**src/rtl/mux_pkg.sv**
```systemverilog
// -----------------------------------------------------------------------------
// mux_pkg
//   Shared definitions for the N:1 multiplexer/arbiter block.
//   - sel_width(n): width of a channel index, safe for n = 1.
//   - MUX_MODE_SEL / MUX_MODE_RR: values for the MODE parameter.
//   - mux_state_e: output-register occupancy (EMPTY / FULL).
// -----------------------------------------------------------------------------
`timescale 1ns/1ps
package mux_pkg;

  localparam int MUX_MODE_SEL = 0;
  localparam int MUX_MODE_RR  = 1;

  typedef enum logic {
    ST_EMPTY = 1'b0,
    ST_FULL  = 1'b1
  } mux_state_e;

  function automatic int sel_width(input int n);
    return (n > 1) ? $clog2(n) : 1;
  endfunction

endpackage

```
**src/rtl/rr_arbiter.sv**
```systemverilog
// -----------------------------------------------------------------------------
// rr_arbiter
//   Combinational round-robin search. Starting one position above ptr and
//   wrapping modulo N, the first requesting channel wins.
// Ports
//   req        in   N      per-channel request
//   ptr        in   SEL_W  index of the most recently granted channel
//   gnt_valid  out  1      some channel was selected
//   gnt_idx    out  SEL_W  selected channel (0 when gnt_valid = 0)
// -----------------------------------------------------------------------------
`timescale 1ns/1ps
module rr_arbiter
  import mux_pkg::*;
#(
  parameter  int N     = 4,
  localparam int SEL_W = sel_width(N)
) (
  input  logic [N-1:0]     req,
  input  logic [SEL_W-1:0] ptr,
  output logic             gnt_valid,
  output logic [SEL_W-1:0] gnt_idx
);

  always_comb begin
    int idx;
    // NOTE: every output gets a default before any conditional assignment, so
    // no path leaves a value unassigned and no latch is inferred.
    gnt_valid = 1'b0;
    gnt_idx   = '0;
    idx       = 0;
    // Offsets 1..N visit every channel exactly once; offset N is ptr itself,
    // so the last winner only wins again when nobody else is requesting.
    for (int off = 1; off <= N; off++) begin
      idx = int'(ptr) + off;
      // ptr never exceeds N-1, so a single subtraction is a full modulo.
      if (idx >= N) idx -= N;
      if (!gnt_valid && req[idx[SEL_W-1:0]]) begin
        gnt_valid = 1'b1;
        gnt_idx   = idx[SEL_W-1:0];
      end
    end
  end

endmodule

```
**src/rtl/mux_nx1_arb.sv**
```systemverilog
// -----------------------------------------------------------------------------
// mux_nx1_arb
//   N:1 data multiplexer with a registered output stage and valid/ready
//   handshakes on every channel. MODE selects the channel either from the
//   sel input (MUX_MODE_SEL) or by round-robin among valid channels
//   (MUX_MODE_RR).
// Ports
//   clk        in   1      rising-edge clock
//   rst_n      in   1      synchronous active-low reset
//   in_data    in   N*W    channel i at [i*W +: W]
//   in_valid   in   N      per-channel valid
//   in_ready   out  N      per-channel ready (zero- or one-hot, combinational)
//   sel        in   SEL_W  channel select, used in MUX_MODE_SEL only
//   out_data   out  W      registered data
//   out_valid  out  1      registered valid
//   out_ready  in   1      downstream ready
//   out_chan   out  SEL_W  registered source channel of out_data
// -----------------------------------------------------------------------------
`timescale 1ns/1ps
module mux_nx1_arb
  import mux_pkg::*;
#(
  parameter  int N     = 4,
  parameter  int W     = 8,
  parameter  int MODE  = MUX_MODE_SEL,
  localparam int SEL_W = sel_width(N)
) (
  input  logic             clk,
  input  logic             rst_n,
  input  logic [N*W-1:0]   in_data,
  input  logic [N-1:0]     in_valid,
  output logic [N-1:0]     in_ready,
  input  logic [SEL_W-1:0] sel,
  output logic [W-1:0]     out_data,
  output logic             out_valid,
  input  logic             out_ready,
  output logic [SEL_W-1:0] out_chan
);

  mux_state_e       state_q, state_d;
  logic [W-1:0]     data_q, data_d;
  logic [SEL_W-1:0] chan_q, chan_d;

  logic             gnt_valid;
  logic [SEL_W-1:0] gnt_idx;
  logic             load_en;
  logic             xfer;
  logic [W-1:0]     chan_data [N];

  always_comb begin
    for (int i = 0; i < N; i++) chan_data[i] = in_data[i*W +: W];
  end

  // The register can accept new data when it is empty or being drained now.
  assign load_en = (state_q == ST_EMPTY) || out_ready;
  // A grant always targets a valid channel, so grant plus room is a transfer.
  // rst_n gating keeps every in_ready low while reset is asserted.
  assign xfer    = rst_n && load_en && gnt_valid;

  generate
    if (MODE == MUX_MODE_RR) begin : g_rr
      logic [SEL_W-1:0] rr_ptr_q, rr_ptr_d;
      logic             unused_sel;

      assign unused_sel = ^sel;

      rr_arbiter #(.N(N)) u_arb (
        .req       (in_valid),
        .ptr       (rr_ptr_q),
        .gnt_valid (gnt_valid),
        .gnt_idx   (gnt_idx)
      );

      // The pointer only moves on a completed transfer; stalls keep priority.
      always_comb begin
        rr_ptr_d = rr_ptr_q;
        if (xfer) rr_ptr_d = gnt_idx;
      end

      always_ff @(posedge clk) begin
        if (!rst_n) rr_ptr_q <= SEL_W'(N - 1);
        else        rr_ptr_q <= rr_ptr_d;
      end
    end else begin : g_sel
      localparam int PAD = 1 << SEL_W;
      logic [PAD-1:0] valid_pad;

      // Zero-padding up to 2**SEL_W makes any out-of-range sel see an
      // invalid channel, so it never produces a grant.
      assign valid_pad = PAD'(in_valid);
      assign gnt_valid = valid_pad[sel];
      assign gnt_idx   = sel;
    end
  endgenerate

  always_comb begin
    for (int i = 0; i < N; i++) in_ready[i] = xfer && (gnt_idx == SEL_W'(i));
  end

  always_comb begin
    state_d = state_q;
    data_d  = data_q;
    chan_d  = chan_q;
    case (state_q)
      ST_EMPTY: if (xfer) state_d = ST_FULL;
      ST_FULL:  if (out_ready && !xfer) state_d = ST_EMPTY;
      default:  state_d = ST_EMPTY;
    endcase
    // Data is only captured on a transfer; otherwise it holds, including
    // while EMPTY.
    if (xfer) begin
      data_d = chan_data[gnt_idx];
      chan_d = gnt_idx;
    end
  end

  // NOTE: state registers use non-blocking assignments so every flop samples
  // its pre-edge inputs regardless of process evaluation order.
  always_ff @(posedge clk) begin
    if (!rst_n) begin
      state_q <= ST_EMPTY;
      data_q  <= '0;
      chan_q  <= '0;
    end else begin
      state_q <= state_d;
      data_q  <= data_d;
      chan_q  <= chan_d;
    end
  end

  assign out_valid = (state_q == ST_FULL);
  assign out_data  = data_q;
  assign out_chan  = chan_q;

endmodule
```
**config.mk**
```make
export PLATFORM = sky130hd
export DESIGN_NAME = mux_nx1_arb
export DESIGN_NICKNAME = d
export VERILOG_FILES = /design/src/rtl/mux_pkg.sv /design/src/rtl/rr_arbiter.sv /design/src/rtl/mux_nx1_arb.sv
export SDC_FILE = /design/constraint.sdc
export NUM_CORES = 1
export LEC_CHECK = 0
export CAP_MARGIN = 5
export CORE_AREA = 2 2 50 75
export DETAILED_ROUTE_END_ITERATION = 7
export DIE_AREA = 0 0 52 77
export GPL_ROUTABILITY_DRIVEN = 1
export PLACE_DENSITY = 0.6
export RECOVER_POWER = 50
export SLEW_MARGIN = 20
export SYNTH_ARGS = -nofsm -noshare
export SYNTH_HDL_FRONTEND = slang
export SYNTH_SLANG_ARGS = --single-unit
export TNS_END_PERCENT = 10
```
**constraint.sdc**
```tcl
create_clock -name clk -period 3.1 [get_ports clk]
set_input_delay 0.93 -clock clk [delete_from_list [all_inputs] [get_ports clk]]
set_output_delay 0.93 -clock clk [all_outputs]
set_load 0.005 [all_outputs]
```
Yosys cells after proc, flatten, opt, wreduce, memory -nomap -nowiden
Cells that the tools add are included.
- $add $sub $neg: 0
- $mul: 0
- div/mod/pow operators: 0
- order comparisons: 2
- equality and inequality tests: 3
- shift-type cells: 0
- mux-type cells: 8
- bitwise logic cells: 2
- reduce and logical (&&, ||, !) cells: 10
- operator list (cell ; number):
    $bmux 8 s2 ; 1
    $mux 8 ; 2
    $logic_and 1x1->1 ; 7
    $eq 2x2->1 const B ; 2
    $ge 3x3->1 const B ; 1
    $lt 2x3->1 const B ; 1
    $mux 1 ; 3
    $not 2->3 ; 1
    $bmux 1 s2 ; 1
    $eq 2x1->1 const B ; 1
    $logic_not 2->1 ; 1
    $pmux 1 s2 ; 1
    $logic_not 1->1 ; 1
    $logic_or 1x1->1 ; 1
    $not 1->1 ; 1
- register bits after elaboration: 11
- latch bits: 0
- memory bits (writable): 0
- memory bits (read-only): 0
- bits of input ports: 41
- output and inout bits: 15
- memories kept: 0

Logic depth before layout (Yosys ltp)
Gate-level depths: netlist of the first run.
- depth after elaboration: 8
- depth in mapped cells: 5
- depth with buffers taken out: 3

Worst setup path after synthesis of the first run
Ideal clock, no wire load.
- path kind: input -> output
- start point: input port sel[0]
- end point: output port in_ready[2]
- data arrival time: 1892 ps
- slack: 278 ps
- stages: 5
- buffers on the path: 2
- cells stage by stage: buf_6 > mux4_2 > buf_6 > nand4_1 > nor2_1
- cells in the longest elaborated chain, start to end: 4
- RTL lines (element ; line ; source):
    start: declaration ; mux_nx1_arb.sv:33 ; input logic [SEL_W-1:0] sel,
    $bmux 1 s2 ; mux_nx1_arb.sv:91 ; assign gnt_valid = valid_pad[sel];
    $mux 1 (not written as such) ; mux_nx1_arb.sv:91 ;
    $logic_and 1x1->1 ; mux_nx1_arb.sv:58 ; assign xfer = rst_n && load_en && gnt_valid;
    $logic_and 1x1->1 * ; mux_nx1_arb.sv:97 ; for (int i = 0; i < N; i++) in_ready[i] = xfer && (gnt_idx == SEL_W'(i));
    end: declaration ; mux_nx1_arb.sv:32 ; output logic [N-1:0] in_ready,
Every way passes the cells marked *; elsewhere a longest branch is shown, timed or not. The select of a mux whose other input is x is not followed.

Worst setup path after layout of the first run
- start point: input port sel[0]
- end point: output port in_ready[3]
Same word-level chain as after synthesis.

==> results of run 1 <==
## flip-flops by register name (all words and copies together) (netlist names)
name       cells
out_chan       2
out_data       8
out_valid      1
## cells in the mapped netlist, drive strengths merged
cell    instances  area [µm²]
inv            13        48.8
a21oi          11        88.8
dfxtp          11         220
a31o           10        87.6
nand4          10        62.6
mux4            9         203
clkbuf          6        22.5
buf             4        31.3
nand2           2        7.51
nor2            2        7.51
nand2b          1        6.26
nor3            1        5.00
nor4b           1        8.76
## area by class of cell
| type | instances | area (µm²) | area share, % |
|---|---|---|---|
| flip-flops and latches | 11 | 220 | 14.8 |
| well taps | 42 | 52.6 | 3.53 |
| repair buffers | 68 | 633 | 42.5 |
| clock buffers | 4 | 45.0 | 3.02 |
| inverters | 13 | 48.8 | 3.27 |
| multi-input cells | 47 | 490 | 32.9 |
## final timing paths
check,from,end,depth (start not counted)
worst max register to register,out_valid,out_chan[1],7
worst min register to register,out_data[6],out_data[6],3
worst max-delay path,sel[0],in_ready[3],6
worst min-delay path,out_data[6],out_data[6],3
## power by group
part	total [mW]	leakage, nW	internal, mW	switching, mW
Combinational	0.155	0.472	0.0998	0.0554
Sequential	0.157	0.0900	0.151	0.00543
Clock	0.140	0.0228	0.0900	0.0502
## cells in the final DEF (no fill, tap or decap)
master,netlist,routed
clkdlybuf4s15_1,0,1
dlygate4sd3_1,0,10
clkdlybuf4s50_1,0,35
nand4_1,10,10
buf_2,1,1
buf_6,2,1
a21oi_2,9,9
nand2_1,2,2
mux4_2,9,9
inv_1,13,13
nor3_1,1,1
dfxtp_1,11,11
nor4b_2,0,1
a31o_2,1,1
dlymetal6s2s_1,0,1
clkbuf_1,6,2
clkbuf_8,0,3
a31o_1,9,9
buf_4,0,11
clkbuf_2,0,1
dlygate4sd2_1,0,6
nor2_1,2,2
a21oi_1,2,2
nand2b_4,0,1
## per-stage QoR
step | TNS [ns] | hold WS (ns) | util (%) | cell area [µm²] | setup slack [ns]
after floorplan | 0 | 0.525 | - | 800 | 0.278
after global placement | -1.41 | 0.534 | 42.5 | 1420 | -0.423
after detailed placement | -1.48 | 0.542 | 42.5 | 1420 | -0.459
after CTS | 0 | 0.550 | 44.1 | 1480 | 0.0140
after global routing | -0.0157 | 0.563 | 44.5 | 1490 | -0.0157
final | 0 | 0.545 | 44.5 | 1490 | 0.0579
## cells by family after synthesis
kind of cell / after synthesis / share of synthesized area (%)
AO/OA/AOI/OAI: 21 / 22.1
buffers and inverters: 23 / 12.8
flip-flops: 11 / 27.5
multiplexers: 9 / 25.4
AND/OR/NAND/NOR: 17 / 12.2
## worst max-delay path, stage by stage
cell	delay (ns)
dlygate4sd2_1	0.24
mux4_2	0.52
nand4_1	0.14
buf_4	0.13
nor2_1	0.03
buf_2	0.12
## repair_timing
item,in CTS,in global routing
buffers inserted,2,1
endpoints found under the setup margin,4,3
resized for setup,14,5
cloned,0,0
pin swaps,1,1
## per-layer routing
layer	global-route usage (%)	up-vias	share of wire, %
met1	13.0	411	35
met5	0	-	0
met4	6.32	0	1.2
met3	2.53	2	7.3
li1	-	429	-
met2	21.6	36	56
==> impl_metrics.yaml, run 1 <==
hold_path:
  hp-class: "register to register"
route:
  vias: 878
  routed_wirelength_mm: 2.25
  first_iter_violations: 17
  drc: 0
  drt_first_pass_iters: 4
  vias_per_cell: 4.75
  wl_per_cell_um: 12.1
  ant_nets: 0
cells_and_area:
  syn_to_final_growth_pct: 86.4
  fin_nets: 185
  drive_gt1_share_pct: 26.6
  fill_cells: 340
  antenna_cells: 0
  instances_no_fill: 185
floorplanning:
  die_area_um2: 4000
  start_util_pct: 23.9
  die_width_um: 52
  core_area_um2: 3350
  row_count: 26
  pin_count: 56
  die_h_um: 77
placement:
  hpwl_mm: 1.87
  gp_congestion: 0.722
  placed_cells: 178
  port-buffer-count: 55
clock_network:
  cts_buffer_depth: 2
  cts_made_buffers: 3
  htreeDepth: 1
  insertion_delay_ns: 0.23
  hold_buffers: 0
  cts_sinks: 11
  clk_pin_slew_ns: 0.05
  cts_tree: "done"
  cts_root_buf: "clkbuf_8"
synth:
  synth_nets: 122
  ys_types: 17
  ys_ff_latch: 11
  ys_warn_count: 0
  ys_seq_area_share_pct: 27.5
  netlist_instances: 81
  syn_avg_cell_area_um2: 9.87
  synth_area_um2: 800
job:
  maxCapViolCount: 0
global_routing:
  antenna_found_initial: 0
  grtUsageTotal_pct: 12.2
  grt_pass1_vias: 867
  grt_max_degree: 21
  overflow: 0
  grt_pass1_wl_mm: 3.75
worst_setup_path:
  crit_fanout: 2
  crit_path_start_kind: "primary input"
  regToRegSetupSlack_ns: 1.87
  path_class: "primary input to output pin"
  worstPathArrival_ns: 2.11
  endpoint_kind: "output pin"
  required_ns: 2.17
timing:
  timing.final.crit_share_pct: 98.1
  grt_setup_unrepaired: "yes"
  fmax_ghz: 0.329
  relSlewSlack_pct: 44.4
  skew_ns: 0.000317
  tightest_slew_ns: 0.833
  slew_viol_final: 0
  setup_viol: 0
  hold_viol_final: 0
  min_period_ns: 3.04
power_and_ir_drop:
  power.density_nw_per_um2: 304
  leakagePower_nw: 0.585
  peakVddDrop_uv: 131
  report.power.total_mw: 0.452
run_status:
  status: "complete, no violations"
Power figures use the tool's default switching activity.
==> inputs of run 2 (changes only) <==
Settings changed: CORE_AREA 2 2 50 75 to 2 2 54 69, DIE_AREA 0 0 52 77 to 0 0 56 71, PLACE_DENSITY 0.6 to 0.61.
==> impl_metrics.yaml, run 2 (synthesis gave the netlist of run 1 again) <==
worst_setup_path:
  timing.rr.start: "out_valid"
  critical_path.top_delay_family: "buffers and inverters"
  endpoint_kind: "output pin"
  crit_fanout: 3
  path_buf_inv: 4
  path_class: "primary input to output pin"
  required_ns: 2.17
  max_stage_delay_ns: 0.47
  startpoint: "out_ready"
  worstPathArrival_ns: 2.12
  crit_chain: "clkdlybuf4s50_1 -> nand2b_4 -> buf_6 -> nand4_1 -> buf_4 -> nor2_2 -> buf_2"
  crit_path_top_delay_cell: "clkdlybuf4s50_1"
  crit_path_start_kind: "primary input"
run_status:
  status: "complete, no violations"
power_and_ir_drop:
  p_sw_mw: 0.108
  pwr-share-comb_pct: 34.9
  peakVddDrop_uv: 176
  seqPwrFrac_pct: 34.7
  internal_power_mw: 0.343
  p_sw_share_pct: 24.0
  power.density_nw_per_um2: 299
  report.power.total_mw: 0.451
  leakagePower_nw: 0.611
  pwr-share-clk_pct: 30.4
clock_network:
  cts_sinks: 11
  cts_made_buffers: 3
  insertion_delay_ns: 0.23
  clk_pin_slew_ns: 0.04
  cts_root_buf: "clkbuf_8"
  htreeDepth: 1
  cts_buffer_depth: 2
  cts_tree: "done"
global_routing:
  grt_max_degree: 21
  grtUsageTotal_pct: 10.9
  grt_pass1_wl_mm: 3.51
  use_met1_pct: 12.4
  met3_usage_pct: 1.65
  grt-busiest-layer: "met2"
  antenna_found_initial: 0
  use_met2_pct: 20.0
  overflow: 0
  grt_pass1_vias: 850
cells_and_area:
  fin_nets: 187
  antenna_cells: 0
  largest_register_ffs: 8
  instances_no_fill: 184
  final_common_cell: "clkdlybuf4s50_1"
  drive_gt1_share_pct: 29.7
  design_area_um2: 1510
  final_cell_mix: "clkdlybuf4s50_1, inv_1, buf_4"
  postLayoutCoreUtil_pct: 44.9
  syn_to_final_growth_pct: 88.7
route:
  vias_per_cell: 4.65
  drc: 0
  ant_nets: 0
  wl_per_cell_um: 11.8
  drt_first_pass_iters: 4
  first_iter_violations: 9
  vias: 855
  routed_wirelength_mm: 2.18
floorplanning:
  pin_count: 56
  row_count: 24
  core_area_um2: 3360
  die_h_um: 71
  die_area_um2: 3980
  start_util_pct: 23.8
  die_width_um: 56
timing:
  skew_ns: 0.00375
  setup_viol: 0
  fmax_ghz: 0.328
  hold_viol_final: 0
  relSlewSlack_pct: 48.0
  tightest_slew_ns: 0.781
  holdWs_ns: 0.541
  timing.final.crit_share_pct: 98.3
  tns_ns: 0
  slew_viol_final: 0
  final.setup.worst_slack_ns: 0.0523
  min_period_ns: 3.05
placement:
  placed_cells: 175
  hpwl_mm: 1.77
  dpl_cell_area_um2: 1420
  dp_slack_ns: -0.457
  gp_congestion: 0.670
  port-buffer-count: 55
hold_path:
  hp-class: "register to register"
  hold_start: "out_data[0]"
job:
  maxCapViolCount: 0
## run 2: layout make-up
cell class / count / area, µm²
fill: 330 / 1850
inverter: 13 / 48.8
clock buffer: 4 / 45.0
timing repair buffer: 70 / 651
sequential: 11 / 220
tap: 39 / 48.8
multi-input combinational: 47 / 495
## run 2: worst register-to-register path: stages, from the launching register on
cell and delay (ns):
dfxtp_1 0.33, nand2b_4 0.09, buf_6 0.10, nand4_1 0.13, buf_4 0.17, buf_4 0.12
buf_4 0.12, a21oi_2 0.09
## run 2: final timing paths
check	cells past startpoint	to	slack, ns
setup / recovery	7	in_ready[2]	0.05
hold / removal	3	out_data[0]	0.54
setup reg to reg	7	out_chan[1]	1.89
hold reg to reg	3	out_data[0]	0.54
## run 2: power by group through the flow
stage / Clock (mW) / Sequential [mW] / Combinational (mW)
detailed placement: 0 / 0.159 / 0.159
global placement: 0 / 0.159 / 0.157
finish: 0.137 / 0.156 / 0.157
CTS: 0.140 / 0.157 / 0.162
floorplan: 0 / 0.160 / 0.0719
global route: 0.149 / 0.158 / 0.172
## run 2: what timing repair did
action                     4_1_cts  5_1_grt
setup buffers                    3        2
gates resized for setup         11       12
pin swaps                        1        1
setup endpoints to repair        4        3
hold buffers                     0        0
## run 2: per-layer routing
metal | vias to the layer above | share of wire [%]
li1 | 429 | -
met1 | 385 | 40
met2 | 39 | 52
met3 | 2 | 6.7
met4 | 0 | 0.97
met5 | - | 0
